### src/rtl/accel_csr_pkg.sv
// rtl/accel_csr_pkg.sv - shared AXI response codes and CSR bridge state type
package accel_csr_pkg;

   localparam logic [1:0] AXI_RESP_OKAY   = 2'b00;
   localparam logic [1:0] AXI_RESP_SLVERR = 2'b10;

   typedef enum logic [2:0] {
      IDLE,
      WR_STB,
      WR_RSP,
      RD_STB,
      RD_RSP
   } bridge_state_t;

   typedef enum logic {
      GRANT_READ  = 1'b0,
      GRANT_WRITE = 1'b1
   } grant_t;

endpackage

### src/rtl/axil_hold_slot.sv
// rtl/axil_hold_slot.sv - one-entry valid/ready holding register for an AXI-Lite channel
module axil_hold_slot #(
   parameter int W = 32
) (
   input  logic         clk,
   input  logic         rst_n,
   input  logic [W-1:0] in_data,
   input  logic         in_valid,
   output logic         in_ready,
   output logic [W-1:0] out_data,
   output logic         out_valid,
   input  logic         out_take
);

   logic         full;
   logic [W-1:0] data_q;

   // A take is only issued while full, and a load only while empty, so they never collide.
   always_ff @(posedge clk or negedge rst_n) begin
      if (!rst_n) begin
         full   <= 1'b0;
         data_q <= '0;
      end else if (out_take) begin
         full <= 1'b0;
      end else if (in_valid && !full) begin
         full   <= 1'b1;
         data_q <= in_data;
      end
   end

   assign in_ready  = !full;
   assign out_valid = full;
   assign out_data  = data_q;

endmodule

### src/rtl/axil_csr_bridge.sv
// rtl/axil_csr_bridge.sv - AXI4-Lite slave driving single-cycle CSR read/write strobes
module axil_csr_bridge
   import accel_csr_pkg::*;
#(
   parameter int AXI_ADDR_W = 32,
   parameter int ADDR_W     = 8
) (
   input  logic                  clk,
   input  logic                  rst_n,
   input  logic [AXI_ADDR_W-1:0] s_axi_awaddr,
   input  logic                  s_axi_awvalid,
   output logic                  s_axi_awready,
   input  logic [31:0]           s_axi_wdata,
   input  logic [3:0]            s_axi_wstrb,
   input  logic                  s_axi_wvalid,
   output logic                  s_axi_wready,
   output logic [1:0]            s_axi_bresp,
   output logic                  s_axi_bvalid,
   input  logic                  s_axi_bready,
   input  logic [AXI_ADDR_W-1:0] s_axi_araddr,
   input  logic                  s_axi_arvalid,
   output logic                  s_axi_arready,
   output logic [31:0]           s_axi_rdata,
   output logic [1:0]            s_axi_rresp,
   output logic                  s_axi_rvalid,
   input  logic                  s_axi_rready,
   output logic                  csr_wen,
   output logic                  csr_ren,
   output logic [ADDR_W-1:0]     csr_addr,
   output logic [31:0]           csr_wdata,
   input  logic [31:0]           csr_rdata
);

   bridge_state_t state, state_d;
   grant_t        last_grant;

   logic [ADDR_W-1:0] aw_addr, ar_addr;
   logic [35:0]       w_bundle;
   logic              aw_full, w_full, ar_full;
   logic              aw_take, w_take, ar_take;
   logic              wr_elig, rd_elig, grant_wr, grant_rd, wr_err, rd_err;

   // Upper address bits alias onto the 256 B map and are deliberately dropped.
   logic unused_addr_bits;
   assign unused_addr_bits = ^{s_axi_awaddr[AXI_ADDR_W-1:ADDR_W], s_axi_araddr[AXI_ADDR_W-1:ADDR_W]};

   axil_hold_slot #(.W(ADDR_W)) u_aw_slot (
      .clk(clk), .rst_n(rst_n),
      .in_data(s_axi_awaddr[ADDR_W-1:0]), .in_valid(s_axi_awvalid), .in_ready(s_axi_awready),
      .out_data(aw_addr), .out_valid(aw_full), .out_take(aw_take)
   );

   axil_hold_slot #(.W(36)) u_w_slot (
      .clk(clk), .rst_n(rst_n),
      .in_data({s_axi_wstrb, s_axi_wdata}), .in_valid(s_axi_wvalid), .in_ready(s_axi_wready),
      .out_data(w_bundle), .out_valid(w_full), .out_take(w_take)
   );

   axil_hold_slot #(.W(ADDR_W)) u_ar_slot (
      .clk(clk), .rst_n(rst_n),
      .in_data(s_axi_araddr[ADDR_W-1:0]), .in_valid(s_axi_arvalid), .in_ready(s_axi_arready),
      .out_data(ar_addr), .out_valid(ar_full), .out_take(ar_take)
   );

   assign wr_elig  = aw_full && w_full;
   assign rd_elig  = ar_full;
   assign grant_wr = wr_elig && (!rd_elig || last_grant == GRANT_READ);
   assign grant_rd = rd_elig && !grant_wr;
   assign wr_err   = (aw_addr[1:0] != 2'b00) || (w_bundle[35:32] != 4'hF);
   assign rd_err   = (ar_addr[1:0] != 2'b00);

   always_ff @(posedge clk or negedge rst_n) begin
      if (!rst_n) state <= IDLE;
      else        state <= state_d;
   end

   always_comb begin
      state_d = state;
      aw_take = 1'b0;
      w_take  = 1'b0;
      ar_take = 1'b0;
      case (state)
         IDLE: begin
            if (grant_wr) begin
               state_d = WR_STB;
               aw_take = 1'b1;
               w_take  = 1'b1;
            end else if (grant_rd) begin
               state_d = RD_STB;
               ar_take = 1'b1;
            end
         end
         WR_STB:  state_d = WR_RSP;
         WR_RSP:  if (s_axi_bready) state_d = IDLE;
         RD_STB:  state_d = RD_RSP;
         RD_RSP:  if (s_axi_rready) state_d = IDLE;
         default: state_d = IDLE;
      endcase
   end

   // Strobes are registered so the CSR block sees clean single-cycle pulses for clock gating.
   always_ff @(posedge clk or negedge rst_n) begin
      if (!rst_n) begin
         last_grant  <= GRANT_READ;
         csr_wen     <= 1'b0;
         csr_ren     <= 1'b0;
         csr_addr    <= '0;
         csr_wdata   <= '0;
         s_axi_bresp <= AXI_RESP_OKAY;
         s_axi_rresp <= AXI_RESP_OKAY;
         s_axi_rdata <= '0;
      end else begin
         csr_wen <= 1'b0;
         csr_ren <= 1'b0;
         if (state == IDLE && grant_wr) begin
            last_grant  <= GRANT_WRITE;
            s_axi_bresp <= wr_err ? AXI_RESP_SLVERR : AXI_RESP_OKAY;
            if (!wr_err) begin
               csr_wen   <= 1'b1;
               csr_addr  <= aw_addr;
               csr_wdata <= w_bundle[31:0];
            end
         end
         if (state == IDLE && grant_rd) begin
            last_grant  <= GRANT_READ;
            s_axi_rresp <= rd_err ? AXI_RESP_SLVERR : AXI_RESP_OKAY;
            if (!rd_err) begin
               csr_ren  <= 1'b1;
               csr_addr <= ar_addr;
            end
         end
         // csr_ren is high in RD_STB exactly when the read was legal.
         if (state == RD_STB) s_axi_rdata <= csr_ren ? csr_rdata : 32'h0;
      end
   end

   assign s_axi_bvalid = (state == WR_RSP);
   assign s_axi_rvalid = (state == RD_RSP);

endmodule
### config.mk
export PLATFORM = sky130hd
export DESIGN_NAME = axil_csr_bridge
export DESIGN_NICKNAME = d
export VERILOG_FILES = /design/src/rtl/accel_csr_pkg.sv /design/src/rtl/axil_hold_slot.sv /design/src/rtl/axil_csr_bridge.sv
export SDC_FILE = /design/constraint.sdc
export NUM_CORES = 1
export LEC_CHECK = 0
export CAP_MARGIN = 20
export CORE_MARGIN = 2
export CORE_UTILIZATION = 39
export DETAILED_ROUTE_END_ITERATION = 8
export HOLD_SLACK_MARGIN = 0.05
export PLACE_DENSITY = 0.76
export SETUP_SLACK_MARGIN = 0.4
export SLEW_MARGIN = 20
export SYNTH_ARGS = -nofsm -noshare
export SYNTH_HDL_FRONTEND = slang
export SYNTH_SLANG_ARGS = --single-unit
### constraint.sdc
create_clock -name clk -period 1.7 [get_ports clk]
set_clock_uncertainty 0.05 [all_clocks]
set_input_delay 0.34 -clock clk [delete_from_list [all_inputs] [get_ports clk]]
set_output_delay 0.34 -clock clk [all_outputs]
set_load 0.005 [all_outputs]
==> flow_summary_export.csv <==
group,metric,value,unit
drt,drt_first_iter_violations,161,
drt,routed_via_density,4.828,
timing,rsz0062_at_grt,"true",
synth,syn-cell-area,5409,sq um
floorplanning,core-area,13720,sq um
pwr,p_per_area,1707,nW/um^2
synth,synth-edff-count,0,
pwr,power_frac_clock,0.213,
synth,synth.distinct_cells,32,
placement,port_buffers,171,
global_routing,grt-busiest-layer,"met2",
timing,hold_viol_final,0,
finish,drive_gt1_frac,0.5698,
synth,synth.top_cell.area_share,0.6246,
timing,holdWs,0.3611,ns
pwr,p_int,11.05,mW
finish,nNetsFinal,839,
drt,drc,0,
floorplanning,dieWidth,121.8,um
global_routing,grt_max_degree,66,
drt,postRouteAntennaNets,0,
timing,period_needed,1.715,ns
critical_path,crit_fanout,11,
global_routing,grt_pass1_vias,4418,
global_routing,antenna_found_initial,0,
timing,setup_viol,10,
floorplanning,die_area,14830,sq um
placement,place_hpwl,9093,um
clocking,cts.htree.levels,4,
global_routing,grt_pass1_wl,22690,um
synth,synth-seq-cells,135,
status,status,"complete, but fails checks",
drt,route.vias.total,4292,
critical_path,max_stage_delay,0.39,ns
drt,dr.pass1.iters,4,
global_routing,gr-total-overflow,0,
job,drv_cap,0,
pwr,power_frac_seq,0.351,
synth,syn_area_per_cell,13.10,sq um
placement,numPlacedInstances,767,
critical_path,cp-start-kind,"flop",
pwr,leakagePower,4.506,nW
global_routing,grt_usage,0.2004,
timing,setup-tns-final,-0.07245,ns
floorplanning,ios,222,
clocking,clk_pin_slew_worst_paths,0.05,ns
critical_path,crit_start,"state[1]",
synth,async_flop_share,1.000,
finish,n_antenna_cell,0,
global_routing,met1_usage,0.2439,
critical_path,critPathCaptureType,"flop",
placement,gp_congestion,0.8377,
global_routing,gr-usage-met3,0.04963,
clocking,root_buffer,"clkbuf_16",
floorplanning,die_height,121.8,um
pwr,ir_drop,924.5,uV
pwr,power_switching_share,0.3076,
synth,synth_ff_type,"dfrtp_1",
timing,max_freq,582.9,MHz
clocking,cts_made_buffers,17,
finish,final_cells,889,
drt,post_drt_wl_per_cell,17.29,um
placement,place_ws,-0.1244,ns
critical_path,crit_path_top_delay_cell,"dfrtp_1",
synth,ys_warn_count,0,
hold_path,hold_path_class,"input port to asynchronous set/reset pin",
clocking,insertion_delay,0.41,ns
pwr,power_frac_comb,0.436,
timing,setup_ws,-0.01548,ns
timing,drv_slew,0,
pwr,switchingPower,4.908,mW
clocking,cts_sinks,135,
status,violations,"setup timing",
critical_path,path_class,"flop to flop",
floorplanning,start_util,0.3943,
clocking,cts_max_path_buffers,2,
critical_path,required,1.94,ns
clocking,cts_tree,"done",
synth,yosys.area.top_type,"dfrtp_1",
synth,synth_area_leaders,"dfrtp_1 62%, mux2_2 12%, mux2_4 7.8%",
synth,synthCells,413,
global_routing,use_met2,0.3355,
drt,routed_wl,15370,um
floorplanning,num_rows,43,
critical_path,arrival,1.96,ns
synth,ys_seq_area_frac,0.6246,
critical_path,path_cells,"nor3_2 > and3_4 > nand3_4 > clkinv_8 > buf_12 > mux2_4",
finish,syn_to_final_growth,72.82,%
critical_path,worstReg2RegStart,"state[1]",
timing,finalCritPeriodShare,1.009,
-- final timing paths --
check | cells after the start | slack, ns | end
worst max-delay path | 6 | -0.02 | csr_wdata[22]
worst min-delay path | 2 | 0.36 | csr_wdata[17]
worst max register to register | 6 | -0.02 | csr_wdata[22]
worst min register to register | 2 | 0.45 | s_axi_rdata[13]
max in group asynchronous | 3 | 0.69 | state[2]
min in group clk | 3 | 0.43 | s_axi_rdata[24]
-- cell usage in the layout (no fill, tap or decap), drive strengths merged --
cell           instances
buf                  201
dfrtp                135
clkdlybuf4s50         89
mux2                  84
nand2                 69
o21ai                 41
clkbuf                25
nor2                  14
inv                    7
nand4                  6
a31oi                  6
clkinv                 5
nor2b                  4
a21oi                  3
and3                   3
nand3                  3
conb                   2
and2                   1
nor3                   1
and4b                  1
o2111ai                1
nor3b                  1
nand3b                 1
o211ai                 1
o21a                   1
or3                    1
a21o                   1
bufinv                 1
dlygate4sd3            1
-- stage by stage --
| stage | instance area [sq um] | power, mW | util |
|---|---|---|---|
| CTS | 8708 | 14.82 | 0.6347 |
| global route | 9348 | 16.80 | 0.6814 |
| floorplan | 5572 | 7.832 | - |
| detailed placement | 7612 | 10.45 | 0.5549 |
| global placement | 7612 | 10.20 | 0.5549 |
| finish | 9348 | 15.96 | 0.6814 |
-- layout make-up --
cell class	count	area, sq um
fillers	952	4372
repair buffers	292	2678
multi-input cells	245	2465
inverters	9	53.80
clock inverters	4	45.04
clock buffers	24	501.7
flip-flops and latches	135	3379
well taps	180	225.2
-- sequential cells by signal, summed over array words and instances, names as in the netlist --
| register | count |
|---|---|
| u_w_slot.out_data | 36 |
| csr_wdata | 32 |
| s_axi_rdata | 32 |
| csr_addr | 8 |
| u_ar_slot.out_data | 8 |
| u_aw_slot.out_data | 8 |
| state | 3 |
| csr_ren | 1 |
| csr_wen | 1 |
| last_grant | 1 |
| s_axi_bresp | 1 |
| s_axi_rresp | 1 |
| u_ar_slot.out_valid | 1 |
| u_aw_slot.out_valid | 1 |
| u_w_slot.out_valid | 1 |
-- cell usage after synthesis, types with 2 or more instances --
cell type and instances:
a31oi_1 6, nand4_1 6, clkbuf_1 13, a21oi_1 3, nor2b_1 4, nand3_1 2
inv_1 8, buf_12 3, mux2_4 28, buf_2 4, nor2_1 14, and3_2 2
o21ai_0 41, dfrtp_1 135, buf_6 2, mux2_2 56, nand2_1 69, buf_4 3
-- worst max-delay path: cells and delay by family, from the launching register on --
kind / cells / cell delay [ns]
buffers and inverters: 2 / 0.27
flip-flops: 1 / 0.39
multiplexers: 1 / 0.31
AND/OR/NAND/NOR: 3 / 0.56
-- cell families after synthesis --
logic type             synth area share
AO/OA/AOI/OAI                   0.05344
other                         0.0006933
buffers and inverters           0.03979
AND/OR/NAND/NOR                 0.08721
multiplexers                     0.1943
flip-flops                       0.6246
-- routing by layer --
layer	wire, um	share of wire
met2	8010	0.52
met5	0	0
met4	416	0.027
met3	753	0.049
met1	6191	0.40
-- timing repair --
action / CTS / global route
gates cloned: 7 / 0
hold buffers: 1 / 0
endpoints found under the setup margin: 179 / 214
hold endpoints to repair: 33 / 0
pin swaps: 40 / 41
gates resized for setup: 489 / 76
setup buffers: 44 / 42
-- power by group through the flow --
stage	sequential [mW]	combinational [mW]	clock, mW
after floorplan	5.42	2.41	0
final	5.60	6.95	3.40
after global routing	5.75	7.42	3.64
after detailed placement	5.52	4.92	0
after CTS	5.54	5.81	3.47
after global placement	5.41	4.78	0
No activity file was read; power rests on OpenSTA's default activity.
